$ cat src/rtl/tmr_pre_pkg.sv
// rtl/tmr_pre_pkg.sv - register map, control layout and edge-select helpers for tmr_pre
package tmr_pre_pkg;

    localparam logic [4:0] PRE_CR  = 5'h00;
    localparam logic [4:0] PRE_FLT = 5'h04;
    localparam logic [4:0] PRE_DIV = 5'h08;
    localparam logic [4:0] PRE_ST  = 5'h0C;
    localparam logic [4:0] PRE_EVC = 5'h10;

    localparam logic [1:0] ESEL_RISE = 2'b00;
    localparam logic [1:0] ESEL_FALL = 2'b01;
    localparam logic [1:0] ESEL_BOTH = 2'b10;
    localparam logic [1:0] ESEL_NONE = 2'b11;

    typedef struct packed {
        logic [1:0] esel;
        logic       en;
    } pre_cr_v;

    function automatic logic edge_sel(input logic [1:0] esel, input logic rise, input logic fall);
        edge_sel = 1'b0;
        case (esel)
            ESEL_RISE: edge_sel = rise;
            ESEL_FALL: edge_sel = fall;
            ESEL_BOTH: edge_sel = rise | fall;
            ESEL_NONE: edge_sel = 1'b0;
        endcase
    endfunction

endpackage

$ cat src/rtl/pre_flt.sv
// rtl/pre_flt.sv - glitch filter: level follows input after flt_len+1 stable differing cycles
module pre_flt #(
    parameter int flt_w = 4
) (
    input  logic             clk,
    input  logic             rstn,
    input  logic             s,
    input  logic [flt_w-1:0] flt_len,
    input  logic             clr,
    input  logic             bypass,
    output logic             f
);

    logic [flt_w-1:0] cnt;

    // Counter stops at flt_len and copies there, so all-ones flt_len never wraps.
    always_ff @(posedge clk or negedge rstn) begin
        if (!rstn) begin
            f   <= 1'b0;
            cnt <= '0;
        end else if (bypass) begin
            f   <= s;
            cnt <= '0;
        end else if (clr || (s == f)) begin
            cnt <= '0;
        end else if (cnt == flt_len) begin
            f   <= s;
            cnt <= '0;
        end else begin
            cnt <= cnt + 1'b1;
        end
    end

endmodule

$ cat src/rtl/reg_we.sv
// rtl/reg_we.sv - register write-strobe decode for one full-width address
module reg_we #(
    parameter int           aw  = 5,
    parameter logic [aw-1:0] adr = '0
) (
    input  logic [aw-1:0] addr,
    input  logic          we,
    output logic          hit
);

    assign hit = we && (addr == adr);

endmodule

$ cat src/rtl/sync.sv
// rtl/sync.sv - multi-stage flop synchronizer for an asynchronous single-bit input
module sync #(
    parameter int stages = 2
) (
    input  logic clk,
    input  logic rstn,
    input  logic d,
    output logic q
);

    logic [stages-1:0] ff;

    always_ff @(posedge clk or negedge rstn) begin
        if (!rstn) begin
            ff <= '0;
        end else begin
            ff <= {ff[stages-2:0], d};
        end
    end

    assign q = ff[stages-1];

endmodule

$ cat src/rtl/tmr_pre.sv
// rtl/tmr_pre.sv - timer input prescaler: sync, filter, edge select, divide; TMR_PRE_EVC_EN adds event counter
module tmr_pre
    import tmr_pre_pkg::*;
#(
    parameter int flt_w = 4,
    parameter int div_w = 8
) (
    input  logic        clk,
    input  logic        rstn,
    input  logic [4:0]  addr,
    input  logic        we,
    input  logic [31:0] wd,
    output logic [31:0] rd,
    input  logic        ext_in,
    output logic        pre_out
);

    pre_cr_v          cr;
    logic [flt_w-1:0] flt_len;
    logic [div_w-1:0] div;
    logic [div_w-1:0] dc;
    logic             ovr;
    logic             s, f, f_d, req, evt;
    logic             hit_cr, hit_flt, hit_div, hit_st;
    logic             unused_wd;

    assign unused_wd = ^wd;

    reg_we #(.aw(5), .adr(PRE_CR))  u_we_cr  (.addr(addr), .we(we), .hit(hit_cr));
    reg_we #(.aw(5), .adr(PRE_FLT)) u_we_flt (.addr(addr), .we(we), .hit(hit_flt));
    reg_we #(.aw(5), .adr(PRE_DIV)) u_we_div (.addr(addr), .we(we), .hit(hit_div));
    reg_we #(.aw(5), .adr(PRE_ST))  u_we_st  (.addr(addr), .we(we), .hit(hit_st));

    sync #(.stages(2)) u_sync (.clk(clk), .rstn(rstn), .d(ext_in), .q(s));

    pre_flt #(.flt_w(flt_w)) u_flt (
        .clk    (clk),
        .rstn   (rstn),
        .s      (s),
        .flt_len(flt_len),
        .clr    (hit_flt),
        .bypass (!cr.en),
        .f      (f)
    );

    assign evt = cr.en && edge_sel(cr.esel, f && !f_d, !f && f_d);

    // req is the divider's pulse request; pre_out retimes it so a back-to-back request shows as overrun.
    always_ff @(posedge clk or negedge rstn) begin
        if (!rstn) begin
            cr      <= '0;
            flt_len <= '0;
            div     <= '0;
            f_d     <= 1'b0;
            dc      <= '0;
            req     <= 1'b0;
            pre_out <= 1'b0;
            ovr     <= 1'b0;
        end else begin
            if (hit_cr)  cr      <= pre_cr_v'(wd[2:0]);
            if (hit_flt) flt_len <= wd[flt_w-1:0];
            if (hit_div) div     <= wd[div_w-1:0];
            f_d <= cr.en ? f : s;
            if (!cr.en) begin
                dc      <= '0;
                req     <= 1'b0;
                pre_out <= 1'b0;
            end else begin
                req <= 1'b0;
                if (hit_div) begin
                    dc <= '0;
                end else if (evt) begin
                    if (dc == div) begin
                        dc  <= '0;
                        req <= 1'b1;
                    end else begin
                        dc <= dc + 1'b1;
                    end
                end
                pre_out <= req;
            end
            if (req && pre_out) begin
                ovr <= 1'b1;
            end else if (hit_st && wd[0]) begin
                ovr <= 1'b0;
            end
        end
    end

`ifdef TMR_PRE_EVC_EN
    logic [31:0] evc;
    logic        hit_evc;

    reg_we #(.aw(5), .adr(PRE_EVC)) u_we_evc (.addr(addr), .we(we), .hit(hit_evc));

    always_ff @(posedge clk or negedge rstn) begin
        if (!rstn) begin
            evc <= '0;
        end else if (hit_evc) begin
            evc <= '0;
        end else if (evt) begin
            evc <= evc + 32'd1;
        end
    end
`endif

    always_comb begin
        rd = '0;
        case (addr)
            PRE_CR:  rd[2:0]       = cr;
            PRE_FLT: rd[flt_w-1:0] = flt_len;
            PRE_DIV: rd[div_w-1:0] = div;
            PRE_ST:  rd[1:0]       = {f, ovr};
`ifdef TMR_PRE_EVC_EN
            PRE_EVC: rd            = evc;
`else
            PRE_EVC: rd            = '0;
`endif
            default: rd            = '0;
        endcase
    end

endmodule

$ cat config.mk
export PLATFORM = sky130hd
export DESIGN_NAME = tmr_pre
export DESIGN_NICKNAME = d
export VERILOG_FILES = /design/src/rtl/tmr_pre_pkg.sv /design/src/rtl/pre_flt.sv /design/src/rtl/reg_we.sv /design/src/rtl/sync.sv /design/src/rtl/tmr_pre.sv
export SDC_FILE = /design/constraint.sdc
export NUM_CORES = 1
export LEC_CHECK = 0
export BUFFER_PORTS_ARGS = -buffer_cell sky130_fd_sc_hd__buf_2
export CAP_MARGIN = 20
export CORE_UTILIZATION = 53
export CTS_CLUSTER_DIAMETER = 80
export DETAILED_ROUTE_END_ITERATION = 8
export PLACE_DENSITY_LB_ADDON = 0.2
export SYNTH_ARGS = -nofsm -noshare
export SYNTH_HDL_FRONTEND = slang
export SYNTH_HIERARCHICAL = 1
export SYNTH_SLANG_ARGS = --single-unit
$ cat constraint.sdc
create_clock -name clk -period 3.44 [get_ports clk]
set_clock_uncertainty 0.2 [all_clocks]
set_input_delay 0.344 -clock clk [delete_from_list [all_inputs] [get_ports clk]]
set_output_delay 0.344 -clock clk [all_outputs]
set_load 0.02 [all_outputs]
==> results of run 1 <==
-- sequential cells by signal, indices dropped and copies added, names as in the netlist --
signal and cells:
pre_out 1, dc 8, div 8, cr 3, u_flt/cnt 4, ovr 1, u_sync/ff 2, flt_len 4
u_flt/f 1, req 1, f_d 1
-- cell usage after synthesis, types with 4 or more instances --
cell type  count
dfrtp_1       34
buf_4         25
mux2_2        15
nand2_1       13
xor2_1        13
o21ai_0        6
and2_1         5
inv_1          5
nor2_1         5
nor3_2         5
xnor2_1        5
ha_1           4
nor2b_1        4
nor3_1         4
nor3b_1        4
-- per-layer routing --
metal,GRT usage (%),vias to the layer above
met5,0,-
met4,7.95,0
met3,6.43,6
met2,33.8,40
met1,26.1,670
li1,-,664
-- power groups by stage --
stage / Combinational [W] / Clock [W] / Sequential [W]
6_report: 0.000329 / 0.000368 / 0.000546
5_1_grt: 0.000371 / 0.000396 / 0.000557
4_1_cts: 0.000330 / 0.000378 / 0.000547
3_5_place_dp: 0.000324 / 0 / 0.000555
3_3_place_gp: 0.000308 / 0 / 0.000549
2_1_floorplan: 0.000287 / 0 / 0.000530
-- metrics by stage --
step	hold WS, ns	worst slack [ns]	power, W	instances
finish	0.0827	1.01	0.00124	266
global route	0.0713	0.821	0.00132	266
CTS	0.0767	0.995	0.00126	266
detailed placement	0.145	0.709	0.000879	256
global placement	0.137	0.818	0.000857	256
floorplan	-0.152	1.40	0.000817	208
-- worst reg2reg max path, cell delays in order, from the launching register on --
cell	delay, ns
dfrtp_1	0.45
inv_1	0.07
ha_1	0.19
and3b_1	0.19
and2b_1	0.18
o2bb2ai_1	0.62
nor2_2	0.09
a211o_1	0.28
-- layout make-up --
type	count	area share, %
clock inverter	3	2.00
tap	48	2.67
multi-input combinational	143	46.8
inverter	5	0.835
sequential	34	37.8
clock buffer	5	3.06
timing repair buffer	28	6.79
-- cell families (layout without fill, tap and decap cells) --
group,Yosys count,in the layout,share of synthesized area [%]
AND/OR/NAND/NOR,60,60,19.5
flip-flops,34,34,41.8
buffers and inverters,31,41,10.7
AO/OA/AOI/OAI,19,19,6.58
XOR/XNOR,18,18,7.75
multiplexers,18,18,11.0
adder cells (fa/ha/maj),4,4,2.46
other,1,24,0.184
-- timing repair --
action / in CTS / in global routing
hold buffers: 2 / 0
resized for setup: 0 / 0
endpoints found under the setup margin: 0 / 0
hold endpoints to repair: 35 / 0
-- final timing paths --
| kind | startpoint | end | slack [ns] | cells past startpoint |
|---|---|---|---|---|
| min in group asynchronous | rstn | pre_out | 0.44 | 2 |
| max | addr[2] | dc[5] | 1.01 | 9 |
| max reg2reg | u_flt/f | dc[5] | 1.07 | 7 |
| max in group asynchronous | rstn | div[2] | 2.13 | 2 |
| min reg2reg | u_sync/ff[0] | u_sync/ff[1] | 0.16 | 0 |
| min | wd[4] | div[4] | 0.08 | 2 |
==> results.md, run 1 <==
- Outcome: complete, no violations
- Worst setup EP type: flop
- CP delay by family, top: compound AO/OA/AOI/OAI gates
- Area of the multi-input gates: around 1100 um^2
- Number of max-cap violations: 0
- Synth unique cells: 46
- Switching Fraction: between 30% and 40%
- Filler cell count in the final layout: ~320
- Row cnt: 22
- Post-synth EDFFs: 0
- Worst min path class: input pin to flop
- Tcrit/Tclk final: 70.8%
- CTS clk-pin slew, worst paths: 0.07 ns
- Drt drc: 0
- Kind of critical path: input pin to flop
- Drt first-iter violations: 23
- Die H: 64.0 um
- NetSw: just over 0.0004 W
- Total Routed Length: roughly 3.8 mm
- Antenna violations before repair: 0
- Static Leak: roughly 1.1 nW
- Internal power: between 0.0008 and 0.0009 W
- Max clock buf depth: 2
- Netlist Area Pre-Place: roughly 2000 um^2
- Drt wl/cell: approximately 14 um
- RSZ-0062 raised after global routing: no
- Drt first pass iters: 2
- CTS tree: yes
- Top cells by area, synth: dfrtp_1 42%, buf_4 9.2%, mux2_2 8.3%, xor2_1 5.6%, ha_1 2.5%
- Clock tree root driver cell: clkbuf_8
- Flop pwr share: a little over two fifths
- Worst-path fanout max: 11
- Setup tns final: 0 ns
- Maximum vdd ir drop: about 0.00027 V
- Met1 WL: about 1.7 mm
- Post-synth top area share: a little over two fifths
- Most frequent cells in the layout: 34 x dfrtp_1, 25 x buf_2, 24 x conb_1, 15 x mux2_2
- Ports: 74
- Crit-path max cell delay: just over 0.6 ns
- Slowest cell on crit path: o2bb2ai_1
- Aggregate global routing overflow: 0
- Core Footprint: between 3000 and 4000 um^2
- Final Hold Fails: 0
- CP Cell Sequence: buf_2 -> nand4bb_1 -> nor3_2 -> buf_4 -> nand2b_4 -> and2b_1 -> o2bb2ai_1 -> nor2_2 -> a211o_1
- Worst EP arrival: approximately 2.4 ns
- Vias in the first global route: 1323
- Post-route ant nets: 0
- Clock H-tree levels: 2
- Die area: about 4100 um^2
- Logic pwr share: 26.5%
- Post-layout minimum cycle time: 2.43 ns
- Top_reg_cell synth: dfrtp_1
- Die width: about 64 um
- YS warnings: 6
- Tightest Pin Transition: 0.776 ns
- Antenna fix cells: 0
- IO Port Bufs: 25
- GRT Util Overall: a little over a fifth
- Detailed-route via count: 1380
- Storage element area: roughly 850 um^2
- Buf/Inv on CP: 2
- WL met2: between 1.5 and 2 mm
- Clock share of power: roughly 30%
- Area growth syn-to-layout: 10.5%
- Final instance area: 2250 um^2
- Most common cell after layout, fill and taps aside: dfrtp_1
- Max_slew headroom: around half
- Register area share after synthesis: approximately two fifths
- Initial cell density of the core: 55.6%
- Post-DP HPWL: ~2.8 mm
- Placed inst area: 2110 um^2
- Util after Layout: approximately three fifths
- WL met3: between 150 and 200 um
- GP Congestion: between 0.7 and 0.8
- Largest net degree at the start of global routing: 35
- Cells after Synth: about 190
- Clk_lat worst skew: 0.29 ns
- Syn avg cell area: 11.0 um^2
- First-pass GRT wire length: between 6 and 7 mm
- Critical Path RT: between 3 and 4 ns
- Top Layer Used: met4
- Synth area leader: dfrtp_1
- Final #Nets: 262
- FMAX: between 400 and 500 MHz
- Setup violators final: 0
- Layout cell share with drive strength beyond 1: between 20% and 30%
- Total power divided by cell area: ~550 nW/um^2
- Yosys reg bits: 34
- FFs w/ async S/R, synth: 100%
- Num CTS Buffers: 5
- # clock sinks: 34
- Vias/cell: about 5.2
- Post-CTS Setup Inserts: 0
- CP Launch Type: input pin
- Pins Over Slew Limit: 0
(Power assumes the default switching activity.)
==> inputs of run 2 (changes only) <==
--- a/config.mk
+++ b/config.mk
@@ -7,7 +7,7 @@
 export LEC_CHECK = 0
 export BUFFER_PORTS_ARGS = -buffer_cell sky130_fd_sc_hd__buf_2
 export CAP_MARGIN = 20
-export CORE_UTILIZATION = 53
+export CORE_UTILIZATION = 45
 export CTS_CLUSTER_DIAMETER = 80
 export DETAILED_ROUTE_END_ITERATION = 8
 export PLACE_DENSITY_LB_ADDON = 0.2
==> constraint.sdc (replaced) <==
create_clock -name clk -period 2.22 [get_ports clk]
set_clock_uncertainty 0.2 [all_clocks]
set_input_delay 0.222 -clock clk [delete_from_list [all_inputs] [get_ports clk]]
set_output_delay 0.222 -clock clk [all_outputs]
set_load 0.02 [all_outputs]
==> run 2 against run 1 <==
  * Core utilization down 7.9 points
  * Sequential power grew 55%
  * Non-clock buffer count is 11 higher
  * Final cell count increased by 5.6%
  * Power grew 49%
  * Sequential cell count is the same
  * Combinational power grew 64%
  * Critical path type is now flop to flop
==> results.md, run 2 (same netlist as run 1, synthesis figures left out) <==
- RSZ-0062 raised after global routing: no
- Tcrit/Tclk final: 89.6%
- Drt drc: 0 (unchanged)
- First-pass GRT wire length: 6.51 mm (+4.9%)
- Vias/cell: 5.04 (-2.9%)
- CP Launch Type: flop
- Slowest cell on crit path: dfrtp_2
- Total Routed Length: 3.68 mm (-2.8%)
- Die area: 4790 um^2 (+17%)
- Pins Over Slew Limit: 0 (unchanged)
- Max clock buf depth: 2 (unchanged)
- Area growth syn-to-layout: 14.6%
- Most frequent cells in the layout: 33 x dfrtp_1, 25 x buf_2, 24 x conb_1, 15 x mux2_2
- Total power divided by cell area: 792 nW/um^2 (+43%)
- Setup tns final: 0 ns (unchanged)
- Top flop regs: dc (8), div (8)
- Placed inst area: 2150 um^2 (+1.7%)
- Layout cell share with drive strength beyond 1: 28.4% (+0.40 points)
- Die H: 69.2 um (+8.3%)
- CTS clk-pin slew, worst paths: 0.07 ns (about the same)
- Tightest Pin Transition: 0.778 ns (+0.00260 ns)
- Post-layout minimum cycle time: roughly 2 ns
- Post-route ant nets: 0 (unchanged)
- Final Hold Fails: 0 (unchanged)
- CTS tree: yes
- Num CTS Buffers: 5 (unchanged)
- Final instance area: 2330 um^2 (+3.7%)
- Antenna fix cells: 0 (unchanged)
- CP Cell Sequence: inv_1 -> ha_1 -> nand2_1 -> nor4b_2 -> o2bb2ai_1 -> buf_4 -> o2bb2a_1 -> o31ai_1
- Kind of critical path: flop to flop
- Worst min path class: input pin to flop
- Core Footprint: 4350 um^2 (+19%)
- Outcome: complete, no violations
- Worst-path fanout max: 11 (unchanged)
- Vias in the first global route: 1376 (+4.0%)
- Worst setup EP type: flop
- Max_slew headroom: 48.1% (-0.17 points)
- Clk_lat worst skew: 0.28 ns (about the same)
- WHS: 0.0219 ns (-0.0608 ns)
- Die width: 69.2 um (+8.3%)
- Setup violators final: 0 (unchanged)
- Number of max-cap violations: 0 (unchanged)
- Aggregate global routing overflow: 0 (unchanged)
- Post-DP HPWL: 2.70 mm (-4.4%)
- Drt first-iter violations: 91 (+300%)
- Worst EP arrival: 1.98 ns (-0.43 ns)
- IO Port Bufs: 25 (unchanged)
- Detailed-route via count: 1416 (+2.6%)
- Initial cell density of the core: 46.7% (-8.8 points)
- Critical Path RT: 2.21 ns (-1.21 ns)
- Row cnt: 24 (+9.1%)
- GRT Util Overall: 17.0% (-3.9 points)
- Drt first pass iters: 4 (+2)
- Clock tree root driver cell: clkbuf_8
- Filler cell count in the final layout: 394 (+22%)
- PnR worst setup slack: 0.231 ns (-0.775 ns)
- Ports: 74 (unchanged)
- Most common cell after layout, fill and taps aside: dfrtp_1
- Crit-path max cell delay: 0.40 ns (-0.22 ns)
- FMAX: approximately 500 MHz
- # clock sinks: 34 (unchanged)
- Pre-CTS WS: 0.178 ns (-0.531 ns)
- Final #Nets: 273 (+4.2%)
- Total power: 0.00185 W (+49%)
- Static Leak: 1.15 nW (+4.0%)
- Antenna violations before repair: 0 (unchanged)
- Clock H-tree levels: 2 (unchanged)
- Maximum vdd ir drop: 0.000457 V (+69%)
- Drt wl/cell: 13.1 um (-8.0%)
- Largest net degree at the start of global routing: 35 (unchanged)
- GP Congestion: 0.801 (+2.3%)
-- run 2: report_power, final --
| group | total (W) | leakage, nW | internal [W] | switching (W) |
|---|---|---|---|---|
| logic | 0.000540 | 0.655 | 0.000258 | 0.000282 |
| clock network | 0.000463 | 0.0482 | 0.000250 | 0.000213 |
| registers | 0.000844 | 0.443 | 0.000728 | 0.000115 |
| total | 0.00185 | 1.15 | 0.00124 | 0.000611 |
-- run 2: worst max-delay path, delay by kind of cell (launching register included) --
family	cells	cell delay (ns)
and+or+nand+nor	2	0.32
DFF	1	0.40
AOI/OAI and AO/OA	3	0.46
buffers and inverters	2	0.23
adders and majority gates	1	0.28
-- run 2: layout make-up --
type                            instances  area, um^2  share of cell area (%)
Clock buffer                            7        86.3                    3.70
Clock inverter                          1        5.00                   0.215
Inverter                                5        18.8                   0.805
Multi-Input combinational cell        143        1050                    45.1
Sequential cell                        34         852                    36.5
Tap cell                               52        65.1                    2.79
Timing Repair Buffer                   39         253                    10.8
-- run 2: worst paths after layout --
| path | startpoint | slack (ns) | cells after the start | endpoint |
|---|---|---|---|---|
| setup / recovery | u_flt/f | 0.23 | 8 | dc[4] |
| hold / removal | wd[0] | 0.02 | 3 | cr[0] |
| hold reg to reg | u_sync/ff[0] | 0.15 | 0 | u_sync/ff[1] |
| setup reg to reg | u_flt/f | 0.23 | 8 | dc[4] |
| max in group asynchronous | rstn | 0.92 | 2 | u_flt/f |
| min in group asynchronous | rstn | 0.37 | 2 | u_sync/ff[0] |
-- run 2: stage by stage --
step | std cells | utilization (%)
final | 281 | 53.6
after detailed placement | 264 | 49.4
after global placement | 264 | 49.4
after CTS | 281 | 53.5
after floorplan | 208 | -
after global routing | 281 | 53.6
-- run 2: repair_timing --
item | 4_1_cts | 5_1_grt
hold endpoints to repair | 47 | 0
buffers inserted | 0 | 0
setup endpoints to repair | 0 | 1
resized for setup | 0 | 1
hold buffers | 9 | 0
-- run 2: metal layers --
metal  vias to the layer above  global-route usage (%)  wire (um)
li1                        683                       -          -
met1                       675                    23.9       1800
met2                        50                    25.5       1640
met3                         8                    4.36        164
met4                         0                    6.12         70
met5                         -                       0          0
